==> src/rtl/usb_stream_arbiter.sv <==
// usb_stream_arbiter: packet-aware round-robin arbiter sharing one AXI-Stream sink between NUM_SOURCES producers.
// Define ARB_HEADER_EN to prefix every packet with a header beat 8'hA0 | grant_id.
module usb_stream_arbiter #(
   parameter int NUM_SOURCES = 2,
   parameter int DATA_WIDTH  = 8,
   parameter int MAX_BEATS   = 256
) (
   input  logic                                               clk,
   input  logic                                               rst,
   input  logic [NUM_SOURCES*DATA_WIDTH-1:0]                  s_tdata,
   input  logic [NUM_SOURCES-1:0]                             s_tvalid,
   input  logic [NUM_SOURCES-1:0]                             s_tlast,
   output logic [NUM_SOURCES-1:0]                             s_tready,
   output logic [DATA_WIDTH-1:0]                              m_tdata,
   output logic                                               m_tvalid,
   output logic                                               m_tlast,
   input  logic                                               m_tready,
   output logic [(NUM_SOURCES > 1 ? $clog2(NUM_SOURCES) : 1)-1:0] grant_id,
   output logic                                               busy,
   output logic [NUM_SOURCES-1:0]                             trunc_flags
);
   localparam int GW = NUM_SOURCES > 1 ? $clog2(NUM_SOURCES) : 1;
   localparam int CW = $clog2(MAX_BEATS);
`ifdef ARB_HEADER_EN
   typedef enum logic [1:0] {IDLE, HEADER, STREAM} state_t;
   localparam state_t FIRST = HEADER;
`else
   typedef enum logic [0:0] {IDLE, STREAM} state_t;
   localparam state_t FIRST = STREAM;
`endif
   state_t state, state_nx;
   logic [GW-1:0] last_grant, pick, cand;
   logic [CW-1:0] cnt;
   logic at_max, xfer;
   assign at_max = cnt == CW'(MAX_BEATS - 1);
   assign xfer = state == STREAM && m_tvalid && m_tready;
   // Walk downward so the nearest requester after last_grant is written last and wins.
   always_comb begin
      pick = last_grant;
      cand = '0;
      for (int i = NUM_SOURCES; i >= 1; i--) begin
         cand = GW'((int'(last_grant) + i) % NUM_SOURCES);
         if (s_tvalid[cand]) pick = cand;
      end
   end
   always_comb begin
      state_nx = state;
      m_tdata  = '0;
      m_tvalid = 1'b0;
      m_tlast  = 1'b0;
      s_tready = '0;
      case (state)
         IDLE: state_nx = |s_tvalid ? FIRST : IDLE;
`ifdef ARB_HEADER_EN
         HEADER: begin
            m_tvalid = 1'b1;
            m_tdata  = DATA_WIDTH'({4'hA, 4'(grant_id)});
            state_nx = m_tready ? STREAM : HEADER;
         end
`endif
         STREAM: begin
            m_tdata            = s_tdata[grant_id*DATA_WIDTH +: DATA_WIDTH];
            m_tvalid           = s_tvalid[grant_id];
            m_tlast            = s_tlast[grant_id] | at_max;
            s_tready[grant_id] = m_tready;
            state_nx           = m_tvalid && m_tready && m_tlast ? IDLE : STREAM;
         end
         default: state_nx = IDLE;
      endcase
   end
   always_ff @(posedge clk) begin
      if (rst) state <= IDLE;
      else     state <= state_nx;
   end
   always_ff @(posedge clk) begin
      if (rst) begin
         grant_id    <= '0;
         busy        <= 1'b0;
         last_grant  <= GW'(NUM_SOURCES - 1);
         cnt         <= '0;
         trunc_flags <= '0;
      end else begin
         if (state == IDLE && |s_tvalid) begin
            grant_id <= pick;
            busy     <= 1'b1;
         end
         if (xfer) begin
            cnt <= m_tlast ? '0 : cnt + 1'b1;
            if (m_tlast) begin
               busy       <= 1'b0;
               last_grant <= grant_id;
            end
            if (at_max && !s_tlast[grant_id]) trunc_flags[grant_id] <= 1'b1;
         end
      end
   end
endmodule

==> config.mk <==
export PLATFORM = sky130hd
export DESIGN_NAME = usb_stream_arbiter
export DESIGN_NICKNAME = d
export VERILOG_FILES = /design/src/rtl/usb_stream_arbiter.sv
export SDC_FILE = /design/constraint.sdc
export NUM_CORES = 1
export LEC_CHECK = 0
export CAP_MARGIN = 40
export CORE_ASPECT_RATIO = 1.25
export CORE_MARGIN = 2
export CORE_UTILIZATION = 40
export DETAILED_ROUTE_END_ITERATION = 10
export PLACE_DENSITY = 0.81
export SYNTH_ARGS = -nofsm -noshare
export SYNTH_HDL_FRONTEND = slang
export SYNTH_SLANG_ARGS = --single-unit
==> constraint.sdc <==
create_clock -name clk -period 1.7 [get_ports clk]
set_input_delay 0.34 -clock clk [delete_from_list [all_inputs] [get_ports clk]]
set_output_delay 0.34 -clock clk [all_outputs]
set_load 0.1 [all_outputs]
==> flow_summary.json, run 1 <==
{
  "synthArstFlopShare_pct": 0,
  "post-dp-hpwl_mm": 1.93,
  "maxSlewHeadroom_pct": 77.0,
  "violations": "setup timing",
  "core_area_um2": 1980,
  "pre_cts_ws_ns": -0.201,
  "fillers": 69,
  "hold_violations": 0,
  "finalSetupViolations": 10,
  "antenna_found_initial": 0,
  "max_stage_delay_ns": 0.35,
  "peakVddDrop_v": 0.000615,
  "die-area_um2": 2480,
  "die_w_um": 44.9,
  "rsz0062_at_grt": "true",
  "placementRows": 18,
  "drtPass1Iterations": 4,
  "worstPathMaxFanout": 2,
  "timing.final.ws_setup_ns": -0.158,
  "ioPinCount": 39,
  "initial_core_util_pct": 42.3,
  "cts_buffers": 3,
  "ys_ff_latch": 14,
  "nets": 177,
  "cts-root-buf": "clkbuf_4",
  "grt_pass1_wl_mm": 5.05,
  "cpLargestDelayFamily": "flip-flops",
  "crit_chain": "ha_1 -> nand4_1 -> o22ai_2 -> and2_4 -> buf_12",
  "drc_errors": 0,
  "crit_path_end_kind": "primary output",
  "die_h_um": 55.2,
  "htree_levels": 1,
  "track_usage_pct": 29.2,
  "slowest_stage": "dfxtp_2",
  "diodes": 0,
  "drt-initial-drc-count": 16,
  "insertion_delay_ns": 0.31,
  "synth.cell_area_um2": 838,
  "final_util_pct": 90.5,
  "grt_pass1_vias": 1090,
  "postSynthCellCount": 94,
  "tightest_slew_ns": 0.342,
  "cp.required_ns": 1.36,
  "vias_per_cell": 5.68,
  "syn_avg_cell_area_um2": 8.92,
  "drt-wirelength-per-cell_um": 20.2,
  "status": "finished with violations",
  "cts_buffer_depth": 2,
  "p_total_mw": 1.18,
  "leakage_nw": 0.670,
  "power_density_nw_per_um2": 656,
  "area_growth_pct": 114,
  "drv_slew": 0,
  "clkTransAtPathRegs_ns": 0.09,
  "synth.distinct_cells": 31,
  "drive_gt1_share_pct": 52.6,
  "min_path_type": "reg2reg",
  "cp_num_buf_inv": 1,
  "cts_tree": "done",
  "max_freq_mhz": 538,
  "yosys_warnings": 0,
  "crit_arrival_ns": 1.52,
  "overflow": 0,
  "synth_seq_area_share_pct": 33.4,
  "synth-edff-count": 0,
  "clock-sinks": 14,
  "antenna_left": 0,
  "ys.flop_type": "dfxtp_1",
  "vias": 977,
  "grt_max_degree": 15,
  "period_share_pct": 109,
  "gp_congestion": 0.831,
  "portBuffers": 38,
  "syn_nets": 118,
  "skew_ns": 0.00131,
  "finalCriticalPeriod_ns": 1.86,
  "critPathKind": "reg2out",
  "setup.worst_path.start_class": "flop",
  "max-cap-violations": 0,
  "wirelength_mm": 3.47
}
worst paths after layout:
check | slack, ns | startpoint | cells after the start | endpoint
setup reg to reg | 0.07 | grant_id | 8 | busy
hold reg to reg | 0.56 | cnt[7] | 2 | cnt[7]
hold / removal | 0.56 | cnt[7] | 2 | cnt[7]
setup / recovery | -0.16 | cnt[0] | 5 | m_tlast
report_power, final:
group / switching (mW) / leakage, nW / internal (mW)
Sequential: 0.0128 / 0.115 / 0.336
Clock: 0.127 / 0.0210 / 0.131
Combinational: 0.315 / 0.533 / 0.254
worst reg2reg max path: cells and delay by family (launching register included):
| kind | cells | cell delay [ns] |
|---|---|---|
| DFF | 1 | 0.40 |
| AOI/OAI and AO/OA | 2 | 0.30 |
| and+or+nand+nor | 2 | 0.29 |
| buffers and inverters | 4 | 0.58 |
cell type report:
class	count	area (µm²)	share of cell area (%)
repair buffers	58	733	40.9
multi-input cells	75	708	39.5
flip-flops and latches	14	287	16.0
clock buffers	4	36.3	2.02
well taps	20	25.0	1.40
inverters	1	3.75	0.209
state kept, by name, summed over array words and instances (netlist names):
signal       flops
busy             1
grant_id         1
last_grant       1
state            1
cnt              8
trunc_flags      2
cells by family (layout without fill, tap and decap cells):
family                   count (synthesis)  count (layout)  synth area share [%]
AND/OR/NAND/NOR                         48              48                  33.3
flip-flops                              14              14                  33.4
AO/OA/AOI/OAI                           10              10                  8.06
multiplexers                             9               9                  12.2
XOR/XNOR                                 7               7                  7.31
buffers and inverters                    5              63                  4.18
adder cells (fa/ha/maj)                  1               1                  1.49
Yosys cell counts, types with 2 or more instances:
cell      n  area share [%]
a31oi_1   2             1.5
nor3_1    4             2.4
nand3_1   2             1.2
buf_6     2             2.7
nor2_1    8             3.6
nor2_2    9             6.7
nand2_1   6             2.7
o21ai_0   2             1.2
nor4_2    2             3.0
dfxtp_1  14              33
nand4_1   2             1.5
mux2i_1   8             9.6
nor2b_1   9             6.7
xnor2_1   7             7.3
cell usage in the layout (no fill, tap or decap), types with 2 or more instances in the layout:
cell type / netlist / final
a31oi_1: 2 / 2
buf_12: 0 / 19
buf_4: 0 / 15
buf_6: 2 / 2
clkbuf_4: 0 / 3
clkdlybuf4s50_1: 0 / 20
dfxtp_1: 14 / 11
dfxtp_2: 0 / 2
dlygate4sd2_1: 0 / 2
mux2i_4: 1 / 9
nand2_1: 6 / 5
nand3_1: 2 / 2
nand4_1: 2 / 2
nor2_1: 8 / 7
nor2_2: 9 / 9
nor2_4: 1 / 2
nor2b_4: 0 / 8
nor3_1: 4 / 4
nor4_2: 2 / 2
o21ai_0: 2 / 2
xnor2_1: 7 / 7
layer usage:
metal	vias up	track usage, %	wire length (µm)
met3	9	7.79	218
met2	51	56.0	1950
met4	0	16.2	81
li1	443	-	-
met1	474	27.7	1220
met5	-	0	0
metrics by stage:
| stage | setup TNS [ns] | instances | area (µm²) | hold WS (ns) |
|---|---|---|---|---|
| finish | -0.694 | 172 | 1790 | 0.556 |
| global placement | -0.194 | 159 | 1560 | 0.508 |
| detailed placement | -0.385 | 159 | 1560 | 0.529 |
| floorplan | -0.693 | 94 | 922 | 0.399 |
| CTS | -0.270 | 170 | 1750 | 0.550 |
| global route | -0.934 | 172 | 1790 | 0.580 |
what timing repair did:
item,in CTS,in global routing
pin swaps,3,0
endpoints found under the hold margin,0,0
gates cloned,0,0
hold buffers,0,0
gates resized for setup,23,5
setup buffers,7,2
endpoints found under the setup margin,9,14
Power figures use the tool's default switching activity.
==> inputs of run 2 (changes only) <==
ABC_AREA = 1   (was not set)
CORE_UTILIZATION = 41   (was 40)
clock period = 2.1 ns   (was 1.7 ns; I/O delays follow)
==> run 2 against run 1 <==
The flow now finishes without violations. Flip-flop and latch count did not move. Count of clock-buffer cells in the layout did not move. Register-to-register slack improved by 0.48 ns. Sequential share of layout area rose by 2.1 points.
==> flow_summary.json, run 2 <==
{
  "status": "finished, final reports clean",
  "grt_pass1_vias": 1074,
  "rrSetupSlack_ns": 0.55,
  "drtPass1Iterations": 4,
  "seqPwrFrac_pct": 33.2,
  "cts_tree": "done",
  "synthArstFlopShare_pct": 0,
  "max_stage_delay_ns": 0.38,
  "p_sw_share_pct": 39.6,
  "fillers": 138,
  "power_switching_mw": 0.337,
  "reg2reg_from": "cnt[0]",
  "syn_avg_cell_area_um2": 6.25,
  "yosysTopAreaCell": "dfxtp_1",
  "cp.required_ns": 1.68,
  "maxSlewHeadroom_pct": 77.1,
  "period_share_pct": 94.2,
  "min_from": "trunc_flags[0]",
  "ys_top_cells_by_count": "47 x nand2_1, 18 x nor2_1, 17 x inv_1",
  "worstPathMaxFanout": 4,
  "track_usage_pct": 21.2,
  "cts-root-buf": "clkbuf_4",
  "reg2regPathDepth": 9,
  "clkTransAtPathRegs_ns": 0.09,
  "dpl_cell_area_um2": 1530,
  "grtUsageMet3_pct": 4.82,
  "max-cap-violations": 0,
  "pre_cts_ws_ns": 0.160,
  "power_density_nw_per_um2": 541,
  "largest_reg_flops": 8,
  "overflow": 0,
  "leakage_nw": 0.625,
  "nets": 210,
  "critPathKind": "reg2out",
  "crit_chain": "ha_1 -> nand2_1 -> nor2_2 -> a21oi_2 -> nor2_2 -> buf_12",
  "synth-edff-count": 0,
  "synth.cell_area_um2": 900,
  "slowest_stage": "dfxtp_1",
  "rsz0062_at_grt": "false",
  "antenna_found_initial": 0,
  "vias": 1054,
  "yosysMostFrequentCell": "nand2_1",
  "synth_seq_area_share_pct": 31.2,
  "placementRows": 18,
  "cpMostUsedCell": "nor2_2",
  "grt_use_met1_pct": 20.5,
  "die_w_um": 45.9,
  "diodes": 0,
  "p_int_mw": 0.513,
  "busiest_layer": "met2",
  "grt_max_degree": 19,
  "drt-wirelength-per-cell_um": 12.3,
  "ys_ff_latch": 14,
  "use_met2_pct": 39.3,
  "finalSetupViolations": 0,
  "portBuffers": 38,
  "setup.worst_path.start_class": "flop",
  "r2r_end": "state",
  "regMostFlops": "cnt",
  "multi_input_area_um2": 646,
  "drt-initial-drc-count": 14,
  "insertion_delay_ns": 0.29,
  "min_path_type": "reg2reg",
  "wirelength_mm": 2.51,
  "clock_power_share_pct": 23.5,
  "hold_violations": 0,
  "seqCellArea_um2": 284,
  "crit_path_end_kind": "primary output",
  "final_area_um2": 1570,
  "tightest_slew_ns": 0.343,
  "yosys-top-cells-area": "dfxtp_1 31%, nand2_1 20%, a21oi_1 8.3%, nor2_1 7.5%, inv_1 7.1%",
  "gp_congestion": 0.815,
  "initial_core_util_pct": 44.4,
  "grt_pass1_wl_mm": 4.11,
  "yosys_warnings": 0,
  "holdPathStages": 2,
  "synth.distinct_cells": 21,
  "drc_errors": 0,
  "largestRegisters": "cnt x8, trunc_flags x2",
  "postSynthCellCount": 144,
  "vias_per_cell": 5.14,
  "die-area_um2": 2590,
  "syn_nets": 168,
  "p_comb_share_pct": 43.3,
  "timing.final.ws_setup_ns": 0.122,
  "max_freq_mhz": 506,
  "finalCriticalPeriod_ns": 1.98,
  "hold-path-endpoint": "trunc_flags[0]",
  "post-dp-hpwl_mm": 2.10,
  "skew_ns": 0.00366,
  "drv_slew": 0,
  "synth_top_cell_area_share_pct": 31.2,
  "peakVddDrop_v": 0.000367,
  "layout_common_cells": "47 x nand2_1, 22 x clkdlybuf4s50_1, 17 x inv_1",
  "drive_gt1_share_pct": 26.5,
  "cts_hold_buf": 0,
  "cts_buffer_depth": 2,
  "final_common_cell": "nand2_1",
  "htree_levels": 1,
  "ioPinCount": 39,
  "antenna_left": 0,
  "die_h_um": 56.4,
  "clock-sinks": 14,
  "cts_buffers": 3,
  "area_growth_pct": 74.7,
  "crit_arrival_ns": 1.56,
  "core_area_um2": 2030,
  "ys.flop_type": "dfxtp_1"
}
==> run 2: changes by cell type after synthesis, sizes merged, moves of 2 or more <==
cell and change:
nor4 -2, inv +17, nor2b -9, nand4 -2
nand3 +9, a31oi -2, nor2 +2, a21oi +13
mux2i -9, nand2 +44, xnor2 -7, nand3b +2
==> run 2: power groups by stage <==
stage          Combinational, mW  Sequential, mW  Clock [mW]
2_1_floorplan              0.217           0.303           0
3_3_place_gp               0.364           0.288           0
3_5_place_dp               0.370           0.288           0
4_1_cts                    0.371           0.282       0.202
5_1_grt                    0.383           0.283       0.216
6_report                   0.368           0.282       0.200
==> run 2: timing repair <==
item / CTS / global route
buffers inserted: 0 / 0
endpoints found under the hold margin: 0 / 0
setup endpoints to repair: 0 / 1
resized for setup: 0 / 2
==> run 2: worst max path at each step <==
stage                     start  endpoint  slack, ns  cells after the start
floorplan                 state   m_tlast      -0.13                      3
global placement     s_tlast[1]   m_tlast       0.22                      6
detailed placement  s_tvalid[1]  m_tvalid       0.16                      6
global route             cnt[0]   m_tlast       0.04                      6
CTS                      cnt[0]   m_tlast       0.06                      6
finish                   cnt[0]   m_tlast       0.12                      6
==> run 2: metrics by stage <==
stage          TNS, ns  hold WS [ns]  std cells  util [%]  power, mW
6_report             0         0.465        205      77.5      0.850
5_1_grt              0         0.502        205      77.5      0.882
4_1_cts              0         0.469        205      77.2      0.855
3_5_place_dp         0         0.455        201      75.4      0.658
3_3_place_gp         0         0.443        201      75.4      0.652
2_1_floorplan   -0.254         0.429        144         -      0.520
==> run 2: critical path, delay by kind of cell, from the launching register on <==
| kind | cells | cell delay, ns |
|---|---|---|
| and+or+nand+nor | 3 | 0.39 |
| AOI/OAI and AO/OA | 1 | 0.10 |
| DFF | 1 | 0.38 |
| adders and majority gates | 1 | 0.21 |
| buffers and inverters | 1 | 0.19 |
==> run 2: kinds of logic (layout without fill, tap and decap cells) <==
group	count (synthesis)	in the layout	share of synthesized area [%]
AO/OA/AOI/OAI	19	19	10.8
adder cells (fa/ha/maj)	1	1	1.39
buffers and inverters	22	63	10.8
flip-flops	14	14	31.2
AND/OR/NAND/NOR	88	88	45.8
==> run 2: layer usage <==
| metal | share of wire [%] | up-vias |
|---|---|---|
| met3 | 5.5 | 5 |
| met2 | 56 | 35 |
| met5 | 0 | - |
| met4 | 1.9 | 0 |
| li1 | - | 534 |
| met1 | 37 | 480 |
==> run 2: area by class of cell <==
cell class,instances,area share (%)
tap,20,1.59
multi-input combinational,108,41.1
timing repair buffer,41,32.6
clock buffer,4,2.31
inverter,18,4.30
sequential,14,18.1
==> inputs of run 3 (changes only) <==
SLEW_MARGIN = 20   (was not set)
==> results of run 3 <==
Same layout as run 2: the final DEF is identical, and so are final timing and power.
